### config.mk
export PLATFORM = sky130hd
export DESIGN_NAME = frame_config_writer
export DESIGN_NICKNAME = d
export VERILOG_FILES = /design/src/rtl/frame_cfg_pkg.sv /design/src/rtl/frame_strobe_decoder.sv /design/src/rtl/frame_config_writer.sv
export SDC_FILE = /design/constraint.sdc
export NUM_CORES = 1
export LEC_CHECK = 0
export ABC_AREA = 1
export CAP_MARGIN = 20
export CORE_MARGIN = 2
export CORE_UTILIZATION = 35
export CTS_BUF_LIST = sky130_fd_sc_hd__clkbuf_4
export DETAILED_ROUTE_END_ITERATION = 6
export GPL_ROUTABILITY_DRIVEN = 0
export PLACE_DENSITY = 0.62
export SYNTH_ARGS = -nofsm -noshare
export SYNTH_HDL_FRONTEND = slang
export SYNTH_SLANG_ARGS = --single-unit
### constraint.sdc
create_clock -name CLK -period 2.37 [get_ports CLK]
set_input_delay 0.474 -clock CLK [delete_from_list [all_inputs] [get_ports CLK]]
set_output_delay 0.474 -clock CLK [all_outputs]
set_load 0.02 [all_outputs]
### src/rtl/frame_cfg_pkg.sv
// Shared constants and types for the frame configuration writer.
package frame_cfg_pkg;

  localparam logic [7:0] SYNC_BYTE = 8'hFA;

  // Header word field positions and widths
  localparam int unsigned HDR_SYNC_LSB = 24;
  localparam int unsigned HDR_SYNC_W   = 8;
  localparam int unsigned HDR_COL_LSB  = 8;
  localparam int unsigned HDR_COL_W    = 8;
  localparam int unsigned HDR_FRM_LSB  = 0;
  localparam int unsigned HDR_FRM_W    = 5;

  typedef enum logic [1:0] {
    IDLE,
    LOAD,
    STROBE,
    HOLD
  } state_t;

endpackage

### src/rtl/frame_strobe_decoder.sv
// Registered one-hot decoder: turns a column/frame index pair into a single
// FrameStrobe bit for one cycle per enable pulse.
module frame_strobe_decoder
  import frame_cfg_pkg::*;
#(
  parameter int unsigned MaxFramesPerCol = 20,
  parameter int unsigned NumCols         = 4
) (
  input  logic                                CLK,
  input  logic                                resetn,
  input  logic [HDR_COL_W-1:0]                col,
  input  logic [HDR_FRM_W-1:0]                frm,
  input  logic                                en,
  output logic [NumCols*MaxFramesPerCol-1:0]  strobe
);

  logic [NumCols*MaxFramesPerCol-1:0] onehot;

  // Decode the index pair; all zero unless enabled
  always_comb begin
    onehot = '0;
    for (int unsigned c = 0; c < NumCols; c++) begin
      for (int unsigned f = 0; f < MaxFramesPerCol; f++) begin
        if (en && (col == HDR_COL_W'(c)) && (frm == HDR_FRM_W'(f))) begin
          onehot[c*MaxFramesPerCol + f] = 1'b1;
        end
      end
    end
  end

  // Register the decoded strobe so it is glitch-free at the fabric
  always_ff @(posedge CLK or negedge resetn) begin
    if (!resetn) begin
      strobe <= '0;
    end else begin
      strobe <= onehot;
    end
  end

endmodule

### src/rtl/frame_config_writer.sv
// Frame configuration writer: takes header + NumRows data words from a
// valid/ready stream, loads them onto the row FrameData buses and fires a
// one-cycle FrameStrobe at the addressed column/frame.
module frame_config_writer
  import frame_cfg_pkg::*;
#(
  parameter int unsigned FrameBitsPerRow = 32,
  parameter int unsigned MaxFramesPerCol = 20,
  parameter int unsigned NumRows         = 4,
  parameter int unsigned NumCols         = 4,
  parameter int unsigned CntWidth        = 16
) (
  input  logic                                CLK,
  input  logic                                resetn,
  input  logic [FrameBitsPerRow-1:0]          s_data,
  input  logic                                s_valid,
  output logic                                s_ready,
  input  logic                                cfg_abort,
  output logic [NumRows*FrameBitsPerRow-1:0]  FrameData,
  output logic [NumCols*MaxFramesPerCol-1:0]  FrameStrobe,
  output logic                                busy,
  output logic                                err_hdr,
  output logic                                err_range,
  output logic [CntWidth-1:0]                 frame_count
);

  localparam int unsigned RowW = (NumRows > 1) ? $clog2(NumRows) : 1;

  state_t                 state, state_nxt;
  logic                   ready_en;
  logic [RowW-1:0]        row_cnt;
  logic [HDR_COL_W-1:0]   col_q;
  logic [HDR_FRM_W-1:0]   frm_q;

  logic [HDR_SYNC_W-1:0]  hdr_sync;
  logic [HDR_COL_W-1:0]   hdr_col;
  logic [HDR_FRM_W-1:0]   hdr_frm;
  logic                   xfer, hdr_bad, hdr_range, last_row, strobe_en;

  assign hdr_sync  = s_data[HDR_SYNC_LSB +: HDR_SYNC_W];
  assign hdr_col   = s_data[HDR_COL_LSB +: HDR_COL_W];
  assign hdr_frm   = s_data[HDR_FRM_LSB +: HDR_FRM_W];
  assign xfer      = s_valid && s_ready;
  assign hdr_bad   = (hdr_sync != SYNC_BYTE);
  assign hdr_range = (32'(hdr_col) >= 32'(NumCols)) ||
                     (32'(hdr_frm) >= 32'(MaxFramesPerCol));
  assign last_row  = (row_cnt == RowW'(NumRows - 1));
  // An abort in STROBE suppresses both the pulse and the count update
  assign strobe_en = (state == STROBE) && !cfg_abort;

  // State register; ready_en keeps s_ready low until the first edge after reset
  always_ff @(posedge CLK or negedge resetn) begin
    if (!resetn) begin
      state    <= IDLE;
      ready_en <= 1'b0;
    end else begin
      state    <= state_nxt;
      ready_en <= 1'b1;
    end
  end

  // Next-state logic
  always_comb begin
    state_nxt = state;
    case (state)
      IDLE:    if (xfer && !hdr_bad && !hdr_range) state_nxt = LOAD;
      LOAD: begin
        if (cfg_abort)             state_nxt = IDLE;
        else if (xfer && last_row) state_nxt = STROBE;
      end
      STROBE:  state_nxt = cfg_abort ? IDLE : HOLD;
      HOLD:    state_nxt = IDLE;
      default: state_nxt = IDLE;
    endcase
  end

  // Handshake and status outputs
  always_comb begin
    s_ready = ready_en && ((state == IDLE) || (state == LOAD));
    busy    = (state != IDLE);
  end

  // Header latch, row loading, error flags and frame counter
  always_ff @(posedge CLK or negedge resetn) begin
    if (!resetn) begin
      FrameData   <= '0;
      frame_count <= '0;
      err_hdr     <= 1'b0;
      err_range   <= 1'b0;
      row_cnt     <= '0;
      col_q       <= '0;
      frm_q       <= '0;
    end else begin
      if ((state == IDLE) && xfer) begin
        if (hdr_bad) begin
          err_hdr <= 1'b1;
        end else if (hdr_range) begin
          err_range <= 1'b1;
        end else begin
          col_q   <= hdr_col;
          frm_q   <= hdr_frm;
          row_cnt <= '0;
        end
      end
      if ((state == LOAD) && xfer && !cfg_abort) begin
        FrameData[row_cnt*FrameBitsPerRow +: FrameBitsPerRow] <= s_data;
        row_cnt <= row_cnt + 1'b1;
      end
      if (strobe_en) begin
        frame_count <= frame_count + 1'b1;
      end
    end
  end

  frame_strobe_decoder #(
    .MaxFramesPerCol (MaxFramesPerCol),
    .NumCols         (NumCols)
  ) u_strobe_dec (
    .CLK    (CLK),
    .resetn (resetn),
    .col    (col_q),
    .frm    (frm_q),
    .en     (strobe_en),
    .strobe (FrameStrobe)
  );

endmodule

---- After elaboration in Yosys (flattened, before gate mapping) ----
Cells that the tools add are included.
storage, ports and cells
  register bits ........................... 244
  bits of input ports ..................... 36
  output and inout port bits .............. 228
  logic and storage cells ................. 248
operators by class
  shifts and indexed selects .............. 2
  $add $sub $neg .......................... 3
  reduce and logical (&&, ||, !) cells .... 108
  eq/ne operators ......................... 31
  mux-type cells .......................... 90
  bitwise gates (word level) .............. 2
  order comparisons ....................... 2
operator list
  kind                                                                                 number
  128-bit bitwise mux                                                                  1
  32-bit by 34-bit variable shift with 128-bit output, first input constant            1
  32-bit by 34-bit variable part select with 128-bit output                            1
  1-bit logical AND                                                                    93
  1-bit 2-to-1 mux                                                                     80
  5-bit by 4-bit equality test with 1-bit output, second input constant                8
  7-bit negation with 34-bit output                                                    1
  5-bit by 3-bit equality test with 1-bit output, second input constant                4
  5-bit equality test, second input constant                                           4
  16-bit by 1-bit adder with 16-bit output, second input constant                      1
  8-bit by 2-bit equality test with 1-bit output, second input constant                2
  2-bit 2-to-1 mux                                                                     8
  5-bit by 2-bit equality test with 1-bit output, second input constant                2
  3-bit AND reduction                                                                  3
  8-bit by 1-bit equality test with 1-bit output, second input constant                1
  8-bit by 3-bit greater-or-equal comparator with 1-bit output, second input constant  1
  8-bit logical NOT                                                                    1
  8-bit inequality test, second input constant                                         1
  2-bit case mux with 4 select lines                                                   1
  2-bit equality test, second input constant                                           3
  5-bit by 1-bit equality test with 1-bit output, second input constant                1
  5-bit greater-or-equal comparator, second input constant                             1
  5-bit logical NOT                                                                    1
  2-bit by 1-bit inequality test with 1-bit output, second input constant              2
  10 further kinds                                                                     16

---- Longest topological paths before layout ----
  word-level depth ........................ 8
  gate-level depth with buffers ........... 9
  gate-level depth less buffers ........... 9

---- Hierarchy ----
A second synthesis with hierarchy kept.
unflattened totals
  cell total of the unflattened synthesis .. 1068
  area total of the unflattened synthesis .. 10079.7 um^2
by module, submodules not included
  module                instances  cells an instance  area each (um^2)
  frame_config_writer   1          845                7463.4
  frame_strobe_decoder  1          223                2616.3

---- Worst setup path before layout ----
Ideal clock, no wire load.
  kind .................................... flip-flop to flip-flop
  from .................................... reg row_cnt[0]
  to ...................................... reg FrameData[65]
  arrival ................................. 2.107 ns
  setup slack ............................. 0.186 ns
  cell stages (with the launch flop) ...... 10
  buffers on the path ..................... 3
  setup time .............................. 0.077 ns
  cells stage by stage .................... dfrtp_1 buf_2 clkbuf_1 inv_1 ha_1 inv_1 nor3_1 clkbuf_1 nand2_1 a21oi_1
on the way
  longest elaborated chain between the ends .. 3
RTL lines
  element                                                                                                                                  line                        source
  from (decl)                                                                                                                              frame_config_writer.sv:31   logic [RowW-1:0] row_cnt;
  from (signal assigned)                                                                                                                   frame_config_writer.sv:107  row_cnt <= row_cnt + 1'b1;
  7-bit negation with 34-bit output *                                                                                                      frame_config_writer.sv:106  FrameData[row_cnt*FrameBitsPerRow +: FrameBitsPerRow] <= s_data;
  32-bit by 34-bit variable part select with 128-bit output / 32-bit by 34-bit variable shift with 128-bit output (equally long branches)  frame_config_writer.sv:106
  128-bit bitwise mux *                                                                                                                    frame_config_writer.sv:106
  to (signal, indexed assignment)                                                                                                          frame_config_writer.sv:106
  to (decl)                                                                                                                                frame_config_writer.sv:19   output logic [NumRows*FrameBitsPerRow-1:0] FrameData,
Mark *: on every way between the ends. The rest lies on a longest branch, timed or not.
A chain may end at the register's enable or synchronous reset.

---- Worst setup path after layout ----
  from .................................... reg state[0]
  to ...................................... out busy
on the way
  longest elaborated chain between the ends .. 1
RTL lines
  element                 line                       source
  from (decl)             frame_config_writer.sv:29  state_t state, state_nxt;
  from (signal assigned)  frame_config_writer.sv:57  state <= state_nxt;
  2-bit nonzero test      frame_config_writer.sv:80  busy = (state != IDLE);
  to (decl)               frame_config_writer.sv:21  output logic busy,
Every way passes these cells.

==> flow_summary.json <==
{
  "hpwl_um": 20730,
  "min_period_ps": 2208,
  "die_y_um": 170.2,
  "post_drt_wl_per_cell_um": 16.64,
  "drtPass1Iterations": 5,
  "cts_num_sinks": 244,
  "finalSetupViolations": 0,
  "cts.path.max_buffers": 3,
  "grt_pass1_wl_um": 46290,
  "drc": 0,
  "antenna_found_initial": 2,
  "synth_top_area_cell": "dfrtp_1",
  "drv_cap": 0,
  "seqPwrFrac_pct": 39.2,
  "worstMarginPinSlew_ps": 752.2,
  "cts_htree_levels": 3,
  "start_util_pct": 35.78,
  "die_x_um": 170.2,
  "fillers": 2525,
  "syn_to_final_growth_pct": 42.34,
  "regArea_um2": 6106,
  "routed_via_density": 4.628,
  "overflow": 0,
  "ir_drop_mv": 0.6198,
  "fin_crit_sh_pct": 93.15,
  "clock_latency_ps": 680,
  "ys.flop_type": "dfrtp_1",
  "syn-instance-count": 1066,
  "nets": 1427,
  "synth_edf_count": 0,
  "reg2reg_slack_ps": 390,
  "synth_commonest_cells": "dfrtp_1, nand2_1, nor2_1, a21oi_1, inv_1",
  "whs_ps": 352.6,
  "synth_area_per_cell_um2": 9.071,
  "cts_tree": "done",
  "rsz0062_at_grt": "false",
  "first_iter_violations": 516,
  "power.share.clock_pct": 29.4,
  "synth_area_um2": 9669,
  "ioPinCount": 264,
  "drv_slew": 0,
  "ys_ff_latch": 244,
  "clock_skew_ps": 42.43,
  "synth_most_common_cell": "dfrtp_1",
  "rows": 60,
  "power_density_nw_per_um2": 957.4,
  "path_max_fanout": 5,
  "path_clk_slew_ps": 60,
  "clock_tree.root_cell": "clkbuf_4",
  "synth_top_cell_area_share_pct": 63.15,
  "slew_headroom_pct": 49.80,
  "cts_buffers": 69,
  "routed_wl_um": 29540,
  "die-area_um2": 28970,
  "yosysSeqAreaShare_pct": 63.15,
  "syn_nets": 1108,
  "critPathRequiredTime_ps": 1900,
  "power.net_switching_mw": 4.718,
  "yosysWarningCount": 0,
  "place_area_um2": 12880,
  "grt_start_max_net_pins": 65,
  "p_comb_share_pct": 31.4,
  "finalHoldViolCount": 0,
  "async_flop_share_pct": 100.0,
  "critical_path_arrival_ps": 1730,
  "p_int_mw": 8.459,
  "num_vias": 8214,
  "yosys.cell_types.count": 30,
  "ant_nets": 0,
  "postLayoutCellArea_um2": 13760,
  "core_area_um2": 27030,
  "crit_path_end_kind": "output pin",
  "grt_pass1_vias": 8373,
  "setup.worst_path.class": "reg -> out",
  "port_buffers": 263,
  "fmax_ghz": 0.4530,
  "synthTopCellsByArea": "dfrtp_1, nand2_1, nor2_1",
  "drive_above_1_share_pct": 11.38,
  "fin_setup_tns_ps": 0,
  "crit_path_start_kind": "register",
  "multi_input_area_um2": 3029,
  "grt_util_all_layers_pct": 20.79,
  "p_sw_share_pct": 35.80,
  "p_leak_nw": 6.640,
  "status": "finished clean",
  "min_path_type": "in -> async"
}
==> power by group through the flow <==
| stage | Clock, mW | Sequential [mW] | Combinational (mW) |
|---|---|---|---|
| 6_report | 3.87 | 5.17 | 4.14 |
| 3_5_place_dp | 0 | 5.23 | 4.17 |
| 4_1_cts | 4.02 | 5.17 | 4.19 |
| 5_1_grt | 4.26 | 5.25 | 4.54 |
| 2_1_floorplan | 0 | 5.93 | 1.36 |
| 3_3_place_gp | 0 | 5.22 | 4.15 |
==> metrics by stage <==
step / setup WS, ps / std cells / util [%] / power (mW)
after floorplan: 185.6 / 1066 / - / 7.295
after global placement: 288.7 / 1654 / 47.66 / 9.365
after detailed placement: 226.7 / 1654 / 47.66 / 9.407
after CTS: 102.2 / 1773 / 50.91 / 13.39
after global routing: 61.18 / 1774 / 50.92 / 14.05
final: 162.4 / 1775 / 50.93 / 13.18
==> layout by cell type (no fill, tap or decap), types with 2 or more instances in the layout <==
cell type and count:
clkdlybuf4s50_1 260, dfrtp_1 244, nand2_1 242, nor2_1 214, clkbuf_4 103, a21oi_1 97, inv_1 80, nand3_1 47
o21ai_0 42, buf_4 32, clkinv_1 8, buf_12 7, xor2_1 6, ha_1 6, xnor2_1 5, inv_6 5
nor2_2 4, nor3_1 4, nand3b_1 3, nor2_4 3, diode_2 2, nand4_1 2, dlygate4sd2_1 2
==> sequential cells by signal (all words and copies together) (netlist names) <==
register and count:
FrameData 128, col_q 8, err_hdr 1, err_range 1, frame_count 16, frm_q 5, ready_en 1, row_cnt 2
state 2, u_strobe_dec.strobe 80
==> per-layer routing <==
metal  routed length (um)  global-route usage, %  vias to the layer above
met5                    0                      0                        -
met4                  644                  7.135                        0
met3                 3037                  8.279                       48
met2                13800                  33.81                      317
met1                12060                  25.15                     3843
li1                     -                      -                     4006
==> path summary, 6_finish.rpt <==
path | start | to | cells past startpoint
setup / recovery | state[0] | busy | 3
min in group CLK | err_hdr | err_hdr | 1
hold reg to reg | err_hdr | err_hdr | 1
hold / removal | resetn | frame_count[8] | 2
setup reg to reg | row_cnt[0] | FrameData[69] | 7
max in group asynchronous | resetn | FrameData[58] | 3
==> worst max-delay path, stage by stage, from the launching register on <==
cell	delay, ps
dfrtp_1	450
nor2_2	210
inv_1	90
dlygate4sd2_1	330
==> area by class of cell <==
class / count / area share (%)
multi-input combinational: 686 / 22.01
antenna: 2 / 0.03636
inverter: 81 / 2.209
clock inverter: 15 / 0.6818
clock buffer: 103 / 5.618
tap: 341 / 3.100
sequential: 244 / 44.36
timing repair buffer: 303 / 21.98
==> repair_timing <==
item / in CTS / in global routing
setup buffers: 0 / 0
endpoints found under the setup margin: 2 / 0
gates resized for setup: 3 / 0
hold endpoints to repair: 58 / 0
hold buffers: 1 / 0
==> kinds of logic (layout without fill, tap and decap cells) <==
| family | count (synthesis) | in the layout | share of synthesized area (%) |
|---|---|---|---|
| DFF | 244 | 244 | 63.15 |
| xor gates and xnor gates | 11 | 11 | 0.9964 |
| and+or+nand+nor | 526 | 526 | 21.89 |
| other | 1 | 3 | 0.03878 |
| buffers and inverters | 136 | 502 | 5.719 |
| AOI/OAI and AO/OA | 142 | 142 | 7.428 |
| adders and majority gates | 6 | 6 | 0.7764 |
Power figures use the tool's default switching activity.
==> variant: new RTL, same settings <==
Put one more register stage on the output `err_range`. The value now appears one clock later. The other outputs are not delayed to match.
--- a/src/rtl/frame_config_writer.sv
+++ b/src/rtl/frame_config_writer.sv
@@ -26,4 +26,6 @@
 
   localparam int unsigned RowW = (NumRows > 1) ? $clog2(NumRows) : 1;
+
+  logic err_range_s0;
 
   state_t                 state, state_nxt;
@@ -87,5 +89,5 @@
       frame_count <= '0;
       err_hdr     <= 1'b0;
-      err_range   <= 1'b0;
+      err_range_s0 <= 1'b0;
       row_cnt     <= '0;
       col_q       <= '0;
@@ -96,5 +98,5 @@
           err_hdr <= 1'b1;
         end else if (hdr_range) begin
-          err_range <= 1'b1;
+          err_range_s0 <= 1'b1;
         end else begin
           col_q   <= hdr_col;
@@ -125,4 +127,8 @@
   );
 
+  always_ff @(posedge CLK) begin
+    err_range <= err_range_s0;
+  end
+
 endmodule
 
Check against the original RTL: not equivalent (Yosys sat finds a counterexample within 4 cycles, from zero or initial values and one cycle with resetn low).
==> variant against the unedited design <==
Wire length decreased by 4.0%. Clock power fell by 3%. Clock skew fell by 0.0012 ns. Sequential share of layout area rose by 0.37 points. Total power fell by 0.63%. Register-to-register slack improved by 0.08 ns. Sequential cell count grew 1. Via count shrank 0.28%. First-iteration DRC count down 7.8%. Synthesized area is essentially flat. Setup slack improved by 0.016 ns. Design area down 0.50%.
==> variant: results (changes against the unedited design) <==
- Outcome: finished, final reports clean (unchanged)
- Critical Path AT: 1.72 ns
- Clk_lat worst skew: 0.63 ns (was 0.68 ns)
- Clock tree buffer depth: 3 (unchanged)
- Max Clock Skew: 0.0412 ns (was 0.0424 ns)
- Synth Area in XOR/XNOR: 0.0109 (was 0.00996)
- Max-slew violation count: 0 (unchanged)
- Initial DRC Count: 476 (was 516)
- WL final: 28300 um (was 29500 um)
- Worst hold-check path type: in -> async (unchanged)
- CP delay by family, top: buffers and inverters (was flip-flops)
- CTS clk-pin slew, worst paths: 0.06 ns (about the same)
- Adder-Cell Fraction of Synth Area: 0.00777 (was 0.00776)
- Filler Cells Inserted: 2552 (was 2525)
- Largest net degree at the start of global routing: 65 (unchanged)
- Hpwl dp: 19300 um (was 20700 um)
- Mux cell area share after synthesis: 0 (unchanged)
- Clock Tree Root: clkbuf_4 (unchanged)
- Gr usage total: 0.198 (was 0.208)
- Largest area contributor in the netlist: dfrtp_1 (unchanged)
- Total setup buffers inserted after CTS: 0 (unchanged)
- Nets: 1410 (was 1427)
- Crit Path Max Fanout: 7 (was 5)
- Asr flop ratio synth: 0.996 (was 1.00)
- IO Port Bufs: 263 (unchanged)
- Worst slack, placed: 0.177 ns (was 0.227 ns)
- Ant diodes: 0 (was 2)
- Largest regs: FrameData x128, u_strobe_dec.strobe x80, frame_count x16 (unchanged)
- Complex-gate fraction of the synthesized area: 0.0758 (was 0.0743)
- Cts bufs inserted: 68 (was 69)
- Antenna violations before repair: 0 (was 2)
- Number of vias per cell: 4.67 (was 4.63)
- Syn nets: 1100 (was 1108)
- Slowest stage delay, CP: 0.65 ns (was 0.45 ns)
- Yosys warning total: 0 (unchanged)
- CTS H-tree lvls: 3 (unchanged)
- Top cells by count, synth: dfrtp_1 (244), nand2_1 (239), nor2_1 (217) (was dfrtp_1 (244), nand2_1 (242), nor2_1 (217))
- Worst reg2reg startpoint: row_cnt[1] (was row_cnt[0])
- Critical-path top delay cell: clkdlybuf4s50_1 (was dfrtp_1)
- First-pass GRT wire length: 44900 um (was 46300 um)
- 1st-pass router iterations: 5 (unchanged)
- Peak supply drop: 0.637 mV (was 0.620 mV)
- Seq/Total Area, Yosys: 0.634 (was 0.631)
- Leak: 0.00657 uW (was 0.00664 uW)
- Largest cells by area after synthesis: dfrtp_1 (63%), nand2_1 (9.3%), nor2_1 (8.4%) (was dfrtp_1 (63%), nand2_1 (9.4%), nor2_1 (8.4%))
- Yosys cell types: 31 (was 30)
- Max_slew headroom: 0.591 (was 0.498)
- Vias in the first global route: 8292 (was 8373)
- Critical path class: reg -> out (unchanged)
- Layout cells sized above 1: 0.107 (was 0.114)
- Critical path origin: frame_count[11] (was state[0])
-- variant: cell count changes in the layout (fill, tap and decap cells not counted), moves of 3 or more --
cell      change
clkbuf_4      -4
nand3_1       -3
nand2_1       -3
clkinv_2      +3
inv_6         -5
buf_4        -10
inv_1         -7
-- variant: worst paths after layout --
kind	end	slack (ns)	cells past startpoint
worst max-delay path	frame_count[11]	0.18	1
worst min-delay path	u_strobe_dec.strobe[75]	0.37	2
worst max register to register	FrameData[72]	0.47	7
worst min register to register	err_range	0.38	0
max in group asynchronous	u_strobe_dec.strobe[42]	1.28	3
min in group CLK	err_range	0.38	0
-- variant: cell families after synthesis --
kind of cell	after synthesis
xor+xnor	12
compound gates	144
flops	245
fa+ha+maj	6
simple gates	521
buf+inv	129
other cells	1
-- variant: metrics by stage --
stage	std cells	area, um2
CTS	1755	13700
finish	1755	13700
detailed placement	1638	12800
global placement	1638	12800
floorplan	1058	9670
global route	1755	13700
-- variant: cell type report --
class,count,area [um2],share of cell area
timing repair buffer,295,2990,0.218
clock buffer,99,743,0.0543
sequential,245,6130,0.447
clock inverter,17,97.6,0.00713
inverter,74,278,0.0203
tap,341,427,0.0312
multi-input combinational,684,3030,0.221
-- variant: report_power, final --
group	leakage [uW]	total (uW)	internal, uW	switching [uW]
clock network	0.000506	3750	2020	1730
registers	0.00329	5180	4800	380
logic	0.00277	4160	1650	2510
-- variant: timing repair --
action	4_1_cts	5_1_grt
gates resized for setup	3	0
endpoints found under the setup margin	2	0
endpoints found under the hold margin	56	0
hold buffers	1	0
-- variant: layer usage --
metal,vias up,wire (um),GRT usage
li1,3961,-,-
met1,3886,12100,0.254
met2,301,13000,0.311
met3,43,2590,0.0702
met4,0,568,0.0725
met5,-,0,0
